### config.mk
export PLATFORM = sky130hd
export DESIGN_NAME = sw_ctrl_pulse
export DESIGN_NICKNAME = d
export VERILOG_FILES = /design/src/rtl/sw_ctrl_pulse.sv
export SDC_FILE = /design/constraint.sdc
export NUM_CORES = 1
export LEC_CHECK = 0
export ABC_AREA = 1
export CAP_MARGIN = 30
export CORE_UTILIZATION = 50
export DETAILED_ROUTE_END_ITERATION = 7
export GPL_TIMING_DRIVEN = 0
export PLACE_DENSITY = 0.73
export SLEW_MARGIN = 10
export SYNTH_ARGS = -nofsm -noshare
export SYNTH_HDL_FRONTEND = slang
export SYNTH_SLANG_ARGS = --single-unit
### constraint.sdc
create_clock -name clk -period 1.6 [get_ports clk]
set_input_delay 0.48 -clock clk [delete_from_list [all_inputs] [get_ports clk]]
set_output_delay 0.48 -clock clk [all_outputs]
set_load 0.05 [all_outputs]
### src/rtl/sw_ctrl_pulse.sv
`default_nettype none
// ============================================================================
// Module   : sw_ctrl_pulse
// Desc     : Stopwatch control stage. Conditions the front-panel buttons, runs
//            the IDLE/RUN/PAUSE controller and emits add/sub/clr strobes.
// Revision : 1.0 - initial release
// ============================================================================
module sw_ctrl_pulse #(
    parameter int TICK_DIV  = 50000000,
    parameter int DB_CYCLES = 1000000
) (
    input  logic clk,
    input  logic rst,
    input  logic btn_ss,
    input  logic btn_clr,
    input  logic btn_up,
    input  logic btn_dn,
    input  logic count_dir,
    output logic add,
    output logic sub,
    output logic clr,
    output logic running
);

    localparam int c_TICK_W = (TICK_DIV > 1) ? $clog2(TICK_DIV) : 1;
    localparam int c_DB_W   = (DB_CYCLES > 1) ? $clog2(DB_CYCLES) : 1;
    localparam logic [c_TICK_W-1:0] c_TICK_LAST = c_TICK_W'(TICK_DIV - 1);
    localparam logic [c_DB_W-1:0]   c_DB_LAST   = c_DB_W'(DB_CYCLES - 1);
    localparam int c_NBTN = 4;
    localparam int c_SS   = 0;
    localparam int c_CLR  = 1;
    localparam int c_UP   = 2;
    localparam int c_DN   = 3;

    typedef enum logic [1:0] {
        ST_IDLE  = 2'd0,
        ST_RUN   = 2'd1,
        ST_PAUSE = 2'd2
    } state_t;

    logic [c_NBTN-1:0] w_btn_raw;
    logic [c_NBTN-1:0] r_sync1;
    logic [c_NBTN-1:0] r_sync2;
    logic [c_NBTN-1:0] r_sync3;
    logic [c_NBTN-1:0] w_db;
    logic [c_NBTN-1:0] r_db_d;
    logic [c_NBTN-1:0] w_press;

    assign w_btn_raw = {btn_dn, btn_up, btn_clr, btn_ss};

    // r_sync3 is the previous synchronised value, used to restart the debounce
    always_ff @(posedge clk) begin
        if (rst) begin
            r_sync1 <= '0;
            r_sync2 <= '0;
            r_sync3 <= '0;
            r_db_d  <= '0;
        end else begin
            r_sync1 <= w_btn_raw;
            r_sync2 <= r_sync1;
            r_sync3 <= r_sync2;
            r_db_d  <= w_db;
        end
    end

    genvar gi;
    generate
        for (gi = 0; gi < c_NBTN; gi++) begin : g_btn
            logic [c_DB_W-1:0] r_cnt;
            logic              r_db;

            always_ff @(posedge clk) begin
                if (rst) begin
                    r_cnt <= '0;
                    r_db  <= 1'b0;
                end else if ((r_sync2[gi] == r_db) || (r_sync2[gi] != r_sync3[gi])) begin
                    r_cnt <= '0;
                end else if (r_cnt == c_DB_LAST) begin
                    r_cnt <= '0;
                    r_db  <= r_sync2[gi];
                end else begin
                    r_cnt <= r_cnt + 1'b1;
                end
            end

            assign w_db[gi] = r_db;
        end
    endgenerate

    assign w_press = w_db & ~r_db_d;

    logic w_press_ss;
    logic w_press_clr;
    logic w_up_only;
    logic w_dn_only;

    assign w_press_ss  = w_press[c_SS];
    assign w_press_clr = w_press[c_CLR];
    assign w_up_only   = w_press[c_UP] & ~w_press[c_DN];
    assign w_dn_only   = w_press[c_DN] & ~w_press[c_UP];

    state_t              r_state;
    state_t              w_state_nxt;
    logic [c_TICK_W-1:0] r_tick_cnt;
    logic [c_TICK_W-1:0] w_tick_cnt_nxt;
    logic                w_tick;
    logic                w_add_nxt;
    logic                w_sub_nxt;
    logic                w_clr_nxt;
    logic                r_add;
    logic                r_sub;
    logic                r_clr;
    logic                r_running;

    assign w_tick = (r_state == ST_RUN) && (r_tick_cnt == c_TICK_LAST);

    // The counter keeps stepping on the cycle an ss press leaves RUN, so a
    // coincident wrap still produces its tick.
    always_comb begin
        w_state_nxt    = r_state;
        w_tick_cnt_nxt = r_tick_cnt;
        w_add_nxt      = 1'b0;
        w_sub_nxt      = 1'b0;
        w_clr_nxt      = 1'b0;

        case (r_state)
            ST_RUN:   w_tick_cnt_nxt = w_tick ? '0 : r_tick_cnt + 1'b1;
            ST_PAUSE: w_tick_cnt_nxt = r_tick_cnt;
            default:  w_tick_cnt_nxt = '0;
        endcase

        if (w_press_clr) begin
            w_state_nxt    = ST_IDLE;
            w_tick_cnt_nxt = '0;
            w_clr_nxt      = 1'b1;
        end else begin
            if (w_tick) begin
                w_add_nxt = ~count_dir;
                w_sub_nxt = count_dir;
            end
            case (r_state)
                ST_IDLE, ST_PAUSE: begin
                    if (w_press_ss) begin
                        w_state_nxt = ST_RUN;
                    end else begin
                        w_add_nxt = w_up_only;
                        w_sub_nxt = w_dn_only;
                    end
                end
                ST_RUN: begin
                    if (w_press_ss) begin
                        w_state_nxt = ST_PAUSE;
                    end
                end
                default: begin
                    w_state_nxt    = ST_IDLE;
                    w_tick_cnt_nxt = '0;
                end
            endcase
        end
    end

    always_ff @(posedge clk) begin
        if (rst) begin
            r_state    <= ST_IDLE;
            r_tick_cnt <= '0;
            r_add      <= 1'b0;
            r_sub      <= 1'b0;
            r_clr      <= 1'b0;
            r_running  <= 1'b0;
        end else begin
            r_state    <= w_state_nxt;
            r_tick_cnt <= w_tick_cnt_nxt;
            r_add      <= w_add_nxt;
            r_sub      <= w_sub_nxt;
            r_clr      <= w_clr_nxt;
            r_running  <= (w_state_nxt == ST_RUN);
        end
    end

    assign add     = r_add;
    assign sub     = r_sub;
    assign clr     = r_clr;
    assign running = r_running;

endmodule

`default_nettype wire

; Yosys cells after proc, flatten, opt, wreduce, memory -nomap -nowiden
; Index checks and enable logic that the tools add are counted.
[op_classes]
add_sub_neg = 5
eq_ne = 16
muxes = 13
bitwise = 12
n_reduce_logical = 18
[ops]
columns = operator, n
row1 = $add 20x1->20 const B, 4
row2 = $eq 20x20->1 const B, 4
row3 = $pmux 26 s2, 1
row4 = $add 26x1->26 const B, 1
row5 = $eq 26x26->1 const B, 1
row6 = $mux 26, 1
row7 = $reduce_or 3->1, 6
row8 = $not 1->1, 8
row9 = $reduce_and 2->1, 4
row10 = $mux 1, 7
row11 = $mux 2, 3
row12 = $and 4x4->4, 1
row13 = $eq 1x1->1, 4
row14 = $eq 2x1->1 const B, 2
row15 = $logic_or 1x1->1, 4
row16 = $ne 1x1->1, 4
row17 = $not 4->4, 1
row18 = $pmux 2 s2, 1
row19 = $reduce_or 2->1, 2
row20 = $and 1x1->1, 2
row21 = $eq 2x2->1 const B, 1
row22 = $logic_not 2->1, 1
row23 = $logic_and 1x1->1, 1
[totals]
register_bits = 132
inputBits = 7
output_inout_bits = 4
elab_cells = 82

; Longest topological paths before layout
; Gate-level depths: netlist of the first run.
[logic_depth]
ltp_word = 6
depth_mapped = 10
mapped_depth_nobuf = 10

; Worst setup path before layout of the first run
; OpenSTA, ideal clock, no wires.
[synth_path]
path_type = reg-to-reg
from = reg g_btn[2].r_cnt[0]
to = reg g_btn[2].r_cnt[19]
setup_ps = 122
arrival_time_ps = 1316
required_ps = 1478
slack_ps = 162
path_stages_with_launch = 10
path_buffers = 1
synth_period_minus_slack_ps = 1438
path_cell_list = dfxtp_1 > ha_1 > nand3_2 > nor2_1 > nand2_1 > nor2_1 > nand2_1 > nand3_1 > buf_4 > a21oi_1
[synth_via]
elab_chain_len = 2
word_cells_on_any_way = 3
classes_between = add/sub: 1 / eq/ne: 1 / reduce/logical: 1
[synth_rtl]
columns = item, line_no
row1 = start: declaration, 69  ; logic [c_DB_W-1:0] r_cnt;
row2 = start signal: assignment, 82  ; r_cnt <= r_cnt + 1'b1;
row3 = branches (longest 2 deep; another with $add 20x1->20), -
; Several ways; the timed one is not identified.
; A chain may end at the register's enable or synchronous reset.

; Final worst setup path of the first run
[layout_path]
from = reg r_tick_cnt[1]
to = reg r_tick_cnt[12]
[layout_via]
elab_chain_len = 4
word_cells_on_any_way = 5
classes_between = add/sub: 1 / eq/ne: 1 / mux: 2 / reduce/logical: 1
[layout_rtl]
columns = item, line_no
row1 = start: declaration, 104  ; logic [c_TICK_W-1:0] r_tick_cnt;
row2 = start signal: assignment, 173  ; r_tick_cnt <= w_tick_cnt_nxt;
row3 = branches (longest 2 deep; another with $add 26x1->26), -
row4 = $mux 26 *, 127  ; ST_RUN: w_tick_cnt_nxt = w_tick ? '0 : r_tick_cnt + 1'b1;
row5 = $pmux 26 s2 *, 126  ; case (r_state)
; Mark *: on every way between the ends.

==> results.md, run 1 <==
* Outcome: finished, final reports clean
* Tot Pwr at 0.00734 W
* Worst slew margin at 0.683
* Die Height at roughly 120 um
* Avg Vias per Cell at around 5
* Remaining Overflow, GRT at 0
* Hold path depth at 2
* Vias in the first global route at around 5,200
* Clk slew on worst S/H paths at roughly 0.06 ns
* First-pass GRT wire length at 22,600 um
* Clk_skew at slightly below 0.007 ns
* EDFF count, synth at 0
* Critical path type: reg2reg
* Critical Path Sink Type: flip-flop
* Area of placed instances at about 6700 sq um
* Ports at 11
* RSZ-0062 raised after global routing: true
* Leakage at roughly 2.7 nW
* Area Growth Syn to Fin at 19.4%
* DIE AREA at around 13,000 sq um
* Post-route ant nets at 0
* Mean Syn Cell Area at 6.96 sq um
* Cts bufs inserted at 17
* Synthesized cell area at around 6400 sq um
* Pre-CTS WS at -0.618 ns
* Final cell count without fillers at 1,149
* Layout cell share with drive strength beyond 1 at 0.149
* Routed WL at 13,200 um
* # setup viols final at 0
* Initial DRC count at 391
* CTS tree: done
* Residual DRC count at 0
* Gr usage total at 0.213
* DR pass1 iterations at 5
* Slew Limit Fails at 0
* CTS root buf: clkbuf_16
* Worst-margin pin slew at ~0.48 ns
* Final worst path period share at 0.979
* Ys flop type: dfxtp_1
* Power density over the cells at approximately 960 nW/um^2
* Clock Latency Late Sink at 0.42 ns
* Mapped Nets at 934
* Peak VDD IR at just under 0.6 mV
* Max clock buf depth at 2
* Leading cell type in the layout, fill and taps excluded: nand2_1
* Hold Path Class: reg2reg
* Yosys warns at 0
* CTS sink count at 132
* Initial antenna violation count at 0
* Final GP Congestion at approximately 0.85
* R2R depth at 7
* Post-DP HPWL at 8830 um
* Largest net degree at the start of global routing at 17
* Crit path max fanout at 5
* Fin. Hold Viols at 0
* DR vias at between 5,000 and 6,000
* Tmin final at roughly 1.6 ns
* Mapped Cells at just over 900
* Post-CTS Hold Fix Bufs at 0
* H-tree depth at 4
* Max-cap viol count at 0
* Worst Path Required at approximately 1.9 ns
* Post-synthesis cell type count at 38
* Post-Route Setup TNS at 0 ns
* Non-Filler Cell Area, Final at approximately 7700 sq um
* Core ar. at around 13,000 sq um
* Flops & latches, synth at about 130
* Die extent in x at about 120 um
* Post-synth ARST share at 0
* Max Fclk at 639 MHz
* Antenna Cells at 0
* DR WL/cell at between 10 and 15 um
* Nets@finish at between 900 and 1,000
* Sequential area share after synthesis at 0.412
* Worst Setup Start Kind: flip-flop
* Port bufs at 10
* Most frequent cells in the layout: 220 x nand2_1, 128 x nor2_1, 121 x dfxtp_1
* Site Rows at 41
* Final worst setup slack at 0.0340 ns
* Initial core utilization at 0.510
* Placed insts at ~1,100
* WP data arrival at ~1.9 ns
## registers in the layout (all words and copies together), names as in the netlist, 2 cells and up
signal / cells
r_sync1: 4
r_tick_cnt: 26
r_db_d: 4
g_btn.r_cnt: 80
r_sync3: 4
g_btn.r_db: 4
r_sync2: 4
r_state: 2
## through the flow
step,hold slack [ns],utilization
6_report,0.408,0.609
5_1_grt,0.429,0.609
4_1_cts,0.411,0.590
3_5_place_dp,0.400,0.535
3_3_place_gp,0.390,0.535
2_1_floorplan,0.388,-
## worst paths after layout
path / start / to / slack [ns]
worst min register to register: r_sync1[1]$_SDFF_PP0_ / r_sync2[1]$_SDFF_PP0_ / 0.41
worst min-delay path: r_sync1[1]$_SDFF_PP0_ / r_sync2[1]$_SDFF_PP0_ / 0.41
worst max-delay path: r_tick_cnt[1]$_SDFFE_PP0P_ / r_tick_cnt[12]$_SDFFE_PP0P_ / 0.03
worst max register to register: r_tick_cnt[1]$_SDFFE_PP0P_ / r_tick_cnt[12]$_SDFFE_PP0P_ / 0.03
## Yosys cell counts, types with 8 or more instances
cell type,number,area share
a21oi_1,70,0.055
buf_4,8,0.0094
dfxtp_1,132,0.41
inv_1,115,0.067
nand2_1,224,0.13
nand3_1,56,0.044
nand4_1,18,0.018
nor2_1,137,0.080
nor2_2,12,0.012
nor2_4,10,0.018
nor3_1,29,0.023
o21ai_0,18,0.014
or2_2,9,0.0088
xnor2_1,10,0.014
xor2_1,23,0.031
## metal layers
layer | GRT usage | wire [um] | vias up
met5 | 0 | 0 | -
met4 | 0.0805 | 201 | 0
met3 | 0.0633 | 525 | 22
met2 | 0.348 | 6090 | 103
met1 | 0.266 | 6400 | 2599
li1 | - | - | 3016
## cell type report
class                   count  area (sq um)
plain buffers              14           121
clock buffers              22           464
clock inverters            10           130
fillers                  1149          4910
inverters                 117           447
multi-input cells         659          3420
flip-flops and latches    132          2660
well taps                 172           215
repair buffers             23           199
## where the power goes
group | total, W | internal (W) | leakage [nW] | switching [W]
combinational | 0.000102 | 0.0000397 | 1.31 | 0.0000621
sequential | 0.00331 | 0.00330 | 1.07 | 0.00000852
clock | 0.00393 | 0.00252 | 0.290 | 0.00141
## worst max-delay path: stages, from the launching register on
cell     delay (ns)
dfxtp_4        0.37
ha_4           0.15
nand2_4        0.06
nor2_4         0.16
nand4_1        0.23
or2_2          0.33
nand3_1        0.08
a21oi_1        0.05
## cells by family (layout without fill, tap and decap cells)
logic type,count (synthesis),after routing,share of synthesized area
adders and majority gates,5,5,0.00975
AOI/OAI and AO/OA,92,92,0.0737
and+or+nand+nor,529,529,0.377
xor gates and xnor gates,33,33,0.0451
buffers and inverters,131,186,0.0827
DFF,132,132,0.412
## what timing repair did
action,4_1_cts,5_1_grt
pin swaps,5,14
gates resized for setup,30,60
cloned,1,1
buffers inserted,3,8
endpoints found under the setup margin,97,109
Note: power is estimated with default switching activity, not from simulation.
==> run 2, diff against run 1 <==
--- a/config.mk
+++ b/config.mk
@@ -7,6 +7,7 @@
 export LEC_CHECK = 0
 export ABC_AREA = 1
 export CAP_MARGIN = 30
+export CORE_MARGIN = 1.5
 export CORE_UTILIZATION = 50
 export DETAILED_ROUTE_END_ITERATION = 7
 export GPL_TIMING_DRIVEN = 0
==> run 2 against run 1 <==
Clock-buffer cell count fell by 1. Sequential power about the same. Cell count fell by 0.17%. Die area increased by 1.7%. Global-route usage down 0.31 points. Core utilization up 0.26 points. Non-clock buffer count decreased by 1. Sequential share of layout area fell by 0.11 points. Hold slack lost 0.0065 ns. Critical path depth decreased by 1. Flip-flop and latch count is the same. Critical endpoint is now g_btn[3].r_cnt[12]$_SDFF_PP0_.
==> results.md, run 2 (synthesized netlist as in run 1, its figures left out) <==
* Outcome: finished, final reports clean
* Clock Latency Late Sink at 0.42 ns
* DIE AREA at between 10,000 and 15,000 sq um
* Crit path max fanout at 10
* Final Util at 0.612
* Post-DP HPWL at between 9000 and 10,000 um
* Largest registers: g_btn.r_cnt (80), r_tick_cnt (26)
* Max clock buf depth at 2
* Core ar. at ~13,000 sq um
* Nets@finish at a little under 1,000
* Critical Path Sink Type: flip-flop
* Hold path depth at 2
* Leakage at roughly 2.7 nW
* Largest stage delay, worst path at approximately 0.53 ns
* Most flops, register: g_btn.r_cnt
* WP data arrival at about 1.9 ns
* Vias in the first global route at approximately 5,000
* DR WL/cell at 11.7 um
* Antenna Cells at 0
* Residual DRC count at 0
* Routed WL at roughly 13,000 um
* Initial DRC count at 489
* Peak VDD IR at between 0.7 and 0.8 mV
* Ports at 11
* Post-route ant nets at 0
* CTS sink count at around 130
* Worst-margin pin slew at slightly above 0.4 ns
* Clk_skew at between 0.006 and 0.007 ns
* Avg Vias per Cell at between 4 and 5
* Area Growth Syn to Fin at 19.9%
* Die extent in x at 116 um
* RSZ-0062 raised after global routing: true
* Slowest library cell on the worst path: clkdlybuf4s50_1
* Hold Path Class: reg2reg
* Layout cell share with drive strength beyond 1 at 0.161
* Final GP Congestion at 0.855
* Final worst setup slack at roughly 0.022 ns
* Post-CTS Hold Fix Bufs at 0
* Worst slew margin at 0.729
* CTS tree: done
* Max-cap viol count at 0
* R2R depth at 7
* Critical path type: in2reg
* DR pass1 iterations at 5
* Die Height at 116 um
* Worst Setup Start Kind: input pin
* Post-Route Hold Slack at around 0.40 ns
* Initial core utilization at 0.510
* Filler cells at approximately 1,200
* # setup viols final at 0
* Number of flip-flops in the largest register at 80
* Max Fclk at 634 MHz
* Site Rows at 41
* Pre-CTS WS at -0.609 ns
* CTS root buf: clkbuf_16
* Initial antenna violation count at 0
* Remaining Overflow, GRT at 0
* Leading cell type in the layout, fill and taps excluded: nand2_1
* Final worst path period share at 0.986
* H-tree depth at 4
* Worst Path Required at approximately 1.9 ns
* Crit path cell chain: clkdlybuf4s50_1 > buf_4 > clkinvlp_4 > nand3_1 > buf_6 > a21oi_1
* Largest net degree at the start of global routing at 17
* Port bufs at 10
* Power density over the cells at approximately 960 nW/um^2
* Most frequent cells in the layout: 218 x nand2_1, 127 x nor2_1, 117 x dfxtp_1
* Tmin final at roughly 1.6 ns
* Clk slew on worst S/H paths at 0.06 ns
* Cts bufs inserted at 17
* Fin. Hold Viols at 0
* Gr usage total at 0.210
* Slew Limit Fails at 0
* First-pass GRT wire length at 22,400 um
* DR vias at 5,708
## run 2: changes by cell type in the layout (fill, tap and decap cells not counted), moves of 3 or more
| cell | delta |
|---|---|
| dfxtp_2 | +5 |
| clkbuf_1 | -3 |
| dfxtp_1 | -4 |
| clkdlybuf4s15_2 | +3 |
## run 2: worst paths after layout
path | start | slack (ns) | endpoint
min | r_sync1[3]$_SDFF_PP0_ | 0.40 | r_sync2[3]$_SDFF_PP0_
max | rst | 0.02 | g_btn[3].r_cnt[12]$_SDFF_PP0_
max reg2reg | r_tick_cnt[1]$_SDFFE_PP0P_ | 0.05 | r_tick_cnt[12]$_SDFFE_PP0P_
min reg2reg | r_sync1[3]$_SDFF_PP0_ | 0.40 | r_sync2[3]$_SDFF_PP0_
## run 2: layer usage
| layer | routed length [um] | vias up | track usage |
|---|---|---|---|
| met5 | 0 | - | 0 |
| met4 | 194 | 0 | 0.0813 |
| met3 | 538 | 17 | 0.0566 |
| met2 | 6330 | 77 | 0.339 |
| met1 | 6370 | 2608 | 0.270 |
| li1 | - | 3006 | - |
## run 2: power breakdown
part           internal (W)  switching, W
sequential          0.00330    0.00000873
clock               0.00255       0.00141
combinational     0.0000417     0.0000639
total               0.00589       0.00148
## run 2: per-stage QoR
step | total power [W] | instances | TNS (ns) | instance area (sq um)
2_1_floorplan | 0.00343 | 922 | 0 | 6410
3_3_place_gp | 0.00347 | 1104 | -56.30 | 6730
3_5_place_dp | 0.00347 | 1104 | -54.67 | 6730
4_1_cts | 0.00742 | 1139 | 0 | 7450
5_1_grt | 0.00757 | 1147 | -0.265 | 7690
6_report | 0.00737 | 1147 | 0 | 7690
## run 2: cell type report
cell class	instances	area, sq um	share of cell area
sequential	132	2670	0.347
clock buffer	21	470	0.0612
buffer	14	128	0.0166
timing repair buffer	22	205	0.0267
clock inverter	10	130	0.0169
tap	172	215	0.0280
inverter	117	443	0.0576
multi-input combinational	659	3430	0.446
## run 2: worst max-delay path: cells and delay by family
| family | cells | cell delay, ns |
|---|---|---|
| AND/OR/NAND/NOR | 1 | 0.21 |
| buffers and inverters | 4 | 1.12 |
| AO/OA/AOI/OAI | 1 | 0.05 |
## run 2: repair_timing
action                                  in CTS  in global routing
pin swaps                                    3                 14
gates resized for setup                     34                 62
gates cloned                                 1                  1
endpoints found under the setup margin      88                109
setup buffers                                3                  7
==> run 3, diff against run 2 <==
--- a/config.mk
+++ b/config.mk
@@ -12,7 +12,6 @@
 export DETAILED_ROUTE_END_ITERATION = 7
 export GPL_TIMING_DRIVEN = 0
 export PLACE_DENSITY = 0.73
-export SLEW_MARGIN = 10
 export SYNTH_ARGS = -nofsm -noshare
 export SYNTH_HDL_FRONTEND = slang
 export SYNTH_SLANG_ARGS = --single-unit
==> results of run 3 <==
The final DEF is identical to that of run 2; final timing and power are the same.
